### src/rtl/framebuffer_arbiter.sv
// Cycle-by-cycle arbiter sharing one single-port frame-buffer RAM between the
// display scanner (read-only, priority) and the host loader (read/write).
module framebuffer_arbiter #(
  parameter int unsigned ADDR_W     = 10,
  parameter int unsigned DATA_W     = 48,
  parameter int unsigned MAX_WAIT   = 4,
  parameter int unsigned RD_LATENCY = 1
) (
  input  logic              clk,
  input  logic              reset,
  input  logic              disp_req,
  input  logic [ADDR_W-1:0] disp_addr,
  output logic              disp_gnt,
  output logic [DATA_W-1:0] disp_rdata,
  output logic              disp_rvalid,
  input  logic              host_req,
  input  logic              host_we,
  input  logic [ADDR_W-1:0] host_addr,
  input  logic [DATA_W-1:0] host_wdata,
  output logic              host_gnt,
  output logic [DATA_W-1:0] host_rdata,
  output logic              host_rvalid,
  output logic [ADDR_W-1:0] mem_address,
  output logic [DATA_W-1:0] mem_data,
  output logic              mem_write_enable,
  input  logic [DATA_W-1:0] mem_q
);

  localparam int unsigned CNT_W  = 4;
  localparam int unsigned STAGES = RD_LATENCY + 1;

  typedef struct packed {
    logic valid;
    logic is_host;
  } tag_t;

  logic [CNT_W-1:0] wait_cnt;
  logic             wait_sat;
  tag_t             new_tag;
  tag_t             pipe [STAGES];

  assign wait_sat = (wait_cnt == CNT_W'(MAX_WAIT));

  // Grants are gated by reset so every output reads 0 while reset is held.
  always_comb begin
    disp_gnt = 1'b0;
    host_gnt = 1'b0;
    if (!reset) begin
      if (host_req && (!disp_req || wait_sat))
        host_gnt = 1'b1;
      else if (disp_req)
        disp_gnt = 1'b1;
    end
  end

  always_comb begin
    new_tag.valid   = disp_gnt || (host_gnt && !host_we);
    new_tag.is_host = host_gnt;
  end

  always_ff @(posedge clk or posedge reset) begin
    if (reset) begin
      wait_cnt <= '0;
    end else if (host_req && !host_gnt) begin
      if (!wait_sat)
        wait_cnt <= wait_cnt + CNT_W'(1);
    end else begin
      wait_cnt <= '0;
    end
  end

  always_ff @(posedge clk or posedge reset) begin
    if (reset) begin
      mem_address      <= '0;
      mem_data         <= '0;
      mem_write_enable <= 1'b0;
    end else begin
      mem_write_enable <= host_gnt && host_we;
      if (host_gnt) begin
        mem_address <= host_addr;
        mem_data    <= host_wdata;
      end else if (disp_gnt) begin
        mem_address <= disp_addr;
      end
    end
  end

  always_ff @(posedge clk or posedge reset) begin
    if (reset) begin
      for (int unsigned i = 0; i < STAGES; i++)
        pipe[i] <= '0;
    end else begin
      pipe[0] <= new_tag;
      for (int unsigned i = 1; i < STAGES; i++)
        pipe[i] <= pipe[i-1];
    end
  end

  // The last tag stage lines up with mem_q for the address it owns.
  always_ff @(posedge clk or posedge reset) begin
    if (reset) begin
      disp_rvalid <= 1'b0;
      host_rvalid <= 1'b0;
      disp_rdata  <= '0;
      host_rdata  <= '0;
    end else begin
      disp_rvalid <= pipe[STAGES-1].valid && !pipe[STAGES-1].is_host;
      host_rvalid <= pipe[STAGES-1].valid &&  pipe[STAGES-1].is_host;
      if (pipe[STAGES-1].valid && !pipe[STAGES-1].is_host)
        disp_rdata <= mem_q;
      if (pipe[STAGES-1].valid && pipe[STAGES-1].is_host)
        host_rdata <= mem_q;
    end
  end

endmodule

### config.mk
export PLATFORM = sky130hd
export DESIGN_NAME = framebuffer_arbiter
export DESIGN_NICKNAME = d
export VERILOG_FILES = /design/src/rtl/framebuffer_arbiter.sv
export SDC_FILE = /design/constraint.sdc
export NUM_CORES = 1
export LEC_CHECK = 0
export CORE_ASPECT_RATIO = 0.75
export CORE_UTILIZATION = 30
export DETAILED_ROUTE_END_ITERATION = 12
export SLEW_MARGIN = 15
export SYNTH_ARGS = -nofsm -noshare
export SYNTH_HDL_FRONTEND = slang
export SYNTH_SLANG_ARGS = --single-unit
### constraint.sdc
create_clock -name clk -period 17.2 [get_ports clk]
set_clock_uncertainty 0.1 [all_clocks]
set_input_delay 3.44 -clock clk [delete_from_list [all_inputs] [get_ports clk]]
set_output_delay 3.44 -clock clk [all_outputs]
set_load 0.05 [all_outputs]
=== Word level (Yosys, flattened, before mapping) ===
Cells that the tools add are included.

* Flip-flop bits (word level): 165
* Input port bits: 121
* Output and inout port bits: 159
* Word-level logic and storage cells: 37

* Add/sub/neg operators: 1
* Equal/unequal tests: 2
* Multiplexer cells: 9
* Reduce and logical (&&, ||, !) cells: 13

{| class="wikitable"
|+ Operators with widths
! kind !! count
|-
| 10-bit 2-to-1 mux || 2
|-
| 4-bit 2-to-1 mux || 2
|-
| 1-bit logical AND || 6
|-
| 1-bit 2-to-1 mux || 5
|-
| 4-bit by 1-bit adder with 4-bit output, second input constant || 1
|-
| 4-bit by 3-bit equality test with 1-bit output, second input constant || 1
|-
| 1-bit logical NOT || 4
|-
| 1-bit logical OR || 2
|-
| 2-bit != test, second input constant || 1
|-
| 2-bit nonzero test || 1
|}

=== Logic depth before layout (Yosys ltp) ===
* Depth after elaboration: 8
* Gate-level depth with buffers: 6

=== Least setup slack after synthesis ===
OpenSTA, ideal clock, no wires.

* Path type: input port to flip-flop
* From: input reset
* To: register mem_address[0]
* Setup time: 0.133 ns
* Arrival: 10.413 ns
* Required time: 16.967 ns
* Setup slack: 6.555 ns
* Cell stages on the path: 4
* Buffers on the path: 1
* Cells stage by stage: inv_1 -> clkbuf_1 -> o21ai_1 -> a221o_1

* Longest elaborated chain between the ends: 2
* Elaborated cells between the ends (all ways): 4
* Those cells by class: mux: 3; reduce/logical: 1

{| class="wikitable"
|+ Ends and longest elaborated chain
! item !! line !! RTL
|-
| from (decl) || 10 || <nowiki>input logic reset,</nowiki>
|-
| 1-bit 2-to-1 mux || 48 || <nowiki>if (!reset) begin</nowiki>
|-
| 10-bit 2-to-1 mux / 2-bit nonzero test (equally long branches) || - ||
|-
| to (signal assigned) || 80 || <nowiki>mem_address <= host_addr;</nowiki>
|-
| to (signal assigned) || 83 || <nowiki>mem_address <= disp_addr;</nowiki>
|-
| to (decl) || 23 || <nowiki>output logic [ADDR_W-1:0] mem_address,</nowiki>
|}

Parallel ways exist; a longest one is shown, timed or not.
A chain may end at the register's enable or synchronous reset.

=== Final worst setup path ===
* From: input host_req
* To: output host_gnt

* Longest elaborated chain between the ends: 3

{| class="wikitable"
|+ Ends and longest elaborated chain
! item !! line !! RTL
|-
| from (decl) || 16 || <nowiki>input logic host_req,</nowiki>
|-
| 1-bit logical AND || 49 || <nowiki>if (host_req && (!disp_req || wait_sat))</nowiki>
|-
| 1-bit 2-to-1 mux || 49 ||
|-
| 1-bit 2-to-1 mux || 48 ||
|-
| to (decl) || 20 || <nowiki>output logic host_gnt,</nowiki>
|}

No other way between the ends.

==> out/summary.txt <==
Outcome: finished, final reports clean
Post-Syn Instances: 377
Worst slack at placement: 8.10 ns
Insertion delay to the later sink of the worst-skew pair: 0.42 ns
Syn avg cell area: 16.7 um^2
Max_slew headroom: 35.6%
Final Cycle Share: 53.1%
Post-route ant nets: 0
Routed length per instance: 16.6 um
First-pass GRT wire length: 25300 um
Setup TNS: 0 ns
Via density: 4.47
RSZ-0062 raised after global routing: false
Final core occ: 49.0%
Row Count: 45
CTS tree: done
Crit Reg-Reg Startpoint: wait_cnt[0]
Starting Density: 30.8%
Hold endpoint: pipe[0]
DR vias: 4264
Starting DRT DRC Count: 178
Total track usage: 15.3%
Number of I/O port buffers: 279
Share of cells above drive strength 1: 26.9%
Worst Tran Pin Value: 0.965 ns
Critical path required time: 13.66 ns
RR Endpoint: mem_data[23]
Reg2reg setup slack: 14.59 ns
Vias in the first global route: 4667
Worst hold start: pipe[2]
Final #Nets: 782
Maximum clock rate: 0.110 GHz
Initial antenna violation count: 0
WL final: 15900 um
Die ar.: 21500 um^2
Core area: 20400 um^2
Maximum number of pins on one net before global-route repair: 112
Synth unique cells: 29
DRC viols: 0
Htree depth: 4
Most frequent cells in the layout: clkdlybuf4s50_1 (279), dfrtp_1 (165), mux2_2 (140), clkbuf_16 (17)
Number of synthesized register bits: 165
Max clock buf depth: 2
Min cycle time layout: 9.13 ns
Hold WC Path Type: reg2reg
Worst path arrival time: 5.59 ns
Setup violators final: 0
Pre-antenna DRT Iters: 4
Critical path class: in2out
# hold bufs at CTS: 0
GRT overflow: 0
Peak supply drop: 0.0629 mV
Hpwl dp: 11200 um
Hold path cells: 0
Cell Pwr Density: 154 nW/um^2
GP Congestion: 0.770
Layout area overhead: 59.2%
Syn nets: 500
CTS root buf: clkbuf_16
Antenna cells: 0
CP endpoint kind: primary output
Synth warn: 0
P_leak: 4.11 nW
MaxCap Viol Count: 0
Maximum fanout along the worst path: 16
R2R depth: 6
Chip width: 169 um
Clk sink count: 165
I/O pins: 280
Mapped cell area: 6280 um^2
Commonest non-fill, non-tap cell in the layout: clkdlybuf4s50_1
Die span in y: 127 um
Critical path startpoint category: primary input
Setup WS post-layout: 8.07 ns
Hold Violations, Final: 0
Number of buffers created by CTS: 17
Register area share after synthesis: 65.8%
# Post-CTS Setup Buffers: 0
Slew Limit Fails: 0
Post-CTS sizing: 0
Clk slew on worst S/H paths: 0.07 ns
## cells in the mapped netlist
cell type  number  area, um^2
xnor2_1         2        17.5
dfrtp_1       165        4130
nand2b_1        1        6.26
o2111a_1       10         113
mux2i_1         2        20.0
and3b_1         1        8.76
and2_1          1        6.26
mux2_1          4        45.0
mux2_2        140        1580
inv_1           4        15.0
o21ai_1         1        5.00
nand3b_4        1        20.0
clkbuf_1       10        37.5
a221o_1        10         100
a211oi_1        1        7.51
a211oi_4        1        20.0
buf_6           4        45.0
a21oi_1         1        5.00
buf_2           4        20.0
nor3_1          3        15.0
nand3_1         1        5.00
clkinv_1        1        3.75
nor2b_1         1        6.26
ha_1            2        25.0
nor2_1          2        7.51
buf_1           1        3.75
buf_4           1        7.51
o21ai_0         1        5.00
nand2_1         1        3.75
## worst max path at each step
stage | cells after the start | slack [ns] | end | start
global placement | 4 | 8.15 | host_gnt | host_req
global route | 4 | 7.94 | host_gnt | host_req
finish | 4 | 8.07 | host_gnt | host_req
detailed placement | 4 | 8.10 | host_gnt | host_req
floorplan | 4 | 6.55 | mem_address[0] | reset
CTS | 4 | 8.08 | host_gnt | host_req
## sequential cells by signal (all words and copies together), names as in the netlist
register	flops
disp_rvalid	1
wait_cnt	4
mem_write_enable	1
host_rdata	48
host_rvalid	1
disp_rdata	48
pipe	4
mem_data	48
mem_address	10
## power breakdown
group	switching, W	internal [W]
Sequential	0.0000427	0.000471
Clock	0.000166	0.000248
Combinational	0.000384	0.000224
Total	0.000593	0.000943
## critical path, cell delays in order
cell and delay, ns:
clkdlybuf4s50_1 0.52, clkinv_1 0.40, a211oi_4 0.37, clkdlybuf4s50_1 0.85
## per-layer routing
metal  wire length, um  track usage, %  vias up
met5                 0               0        -
met4               206            4.82        0
met3              1200            5.55       17
met2              7330            24.6      180
met1              7150            19.3     2137
li1                  -               -     1930
## metrics by stage
stage | power [W] | cell area [um^2] | hold slack, ns | cells
after global routing | 0.00160 | 10000 | 0.262 | 954
after floorplan | 0.000904 | 6280 | 0.231 | 377
final | 0.00154 | 10000 | 0.256 | 954
after global placement | 0.00113 | 9360 | 0.234 | 922
after CTS | 0.00156 | 10000 | 0.256 | 954
after detailed placement | 0.00113 | 9360 | 0.240 | 922
## cell type report
type | count | area [um^2]
Fill cell | 1763 | 10400
Clock inverter | 15 | 215
Sequential cell | 165 | 4130
Timing Repair Buffer | 283 | 2820
Clock buffer | 17 | 425
Multi-Input combinational cell | 187 | 2030
Inverter | 5 | 23.8
Tap cell | 282 | 353
## logic make-up after synthesis
group / synth area share, %
AOI/OAI and AO/OA: 4.06
xor gates and xnor gates: 0.279
adders and majority gates: 0.398
buffers and inverters: 2.11
DFF: 65.8
muxes: 26.1
and+or+nand+nor: 1.26
Power figures use the tool's default switching activity.
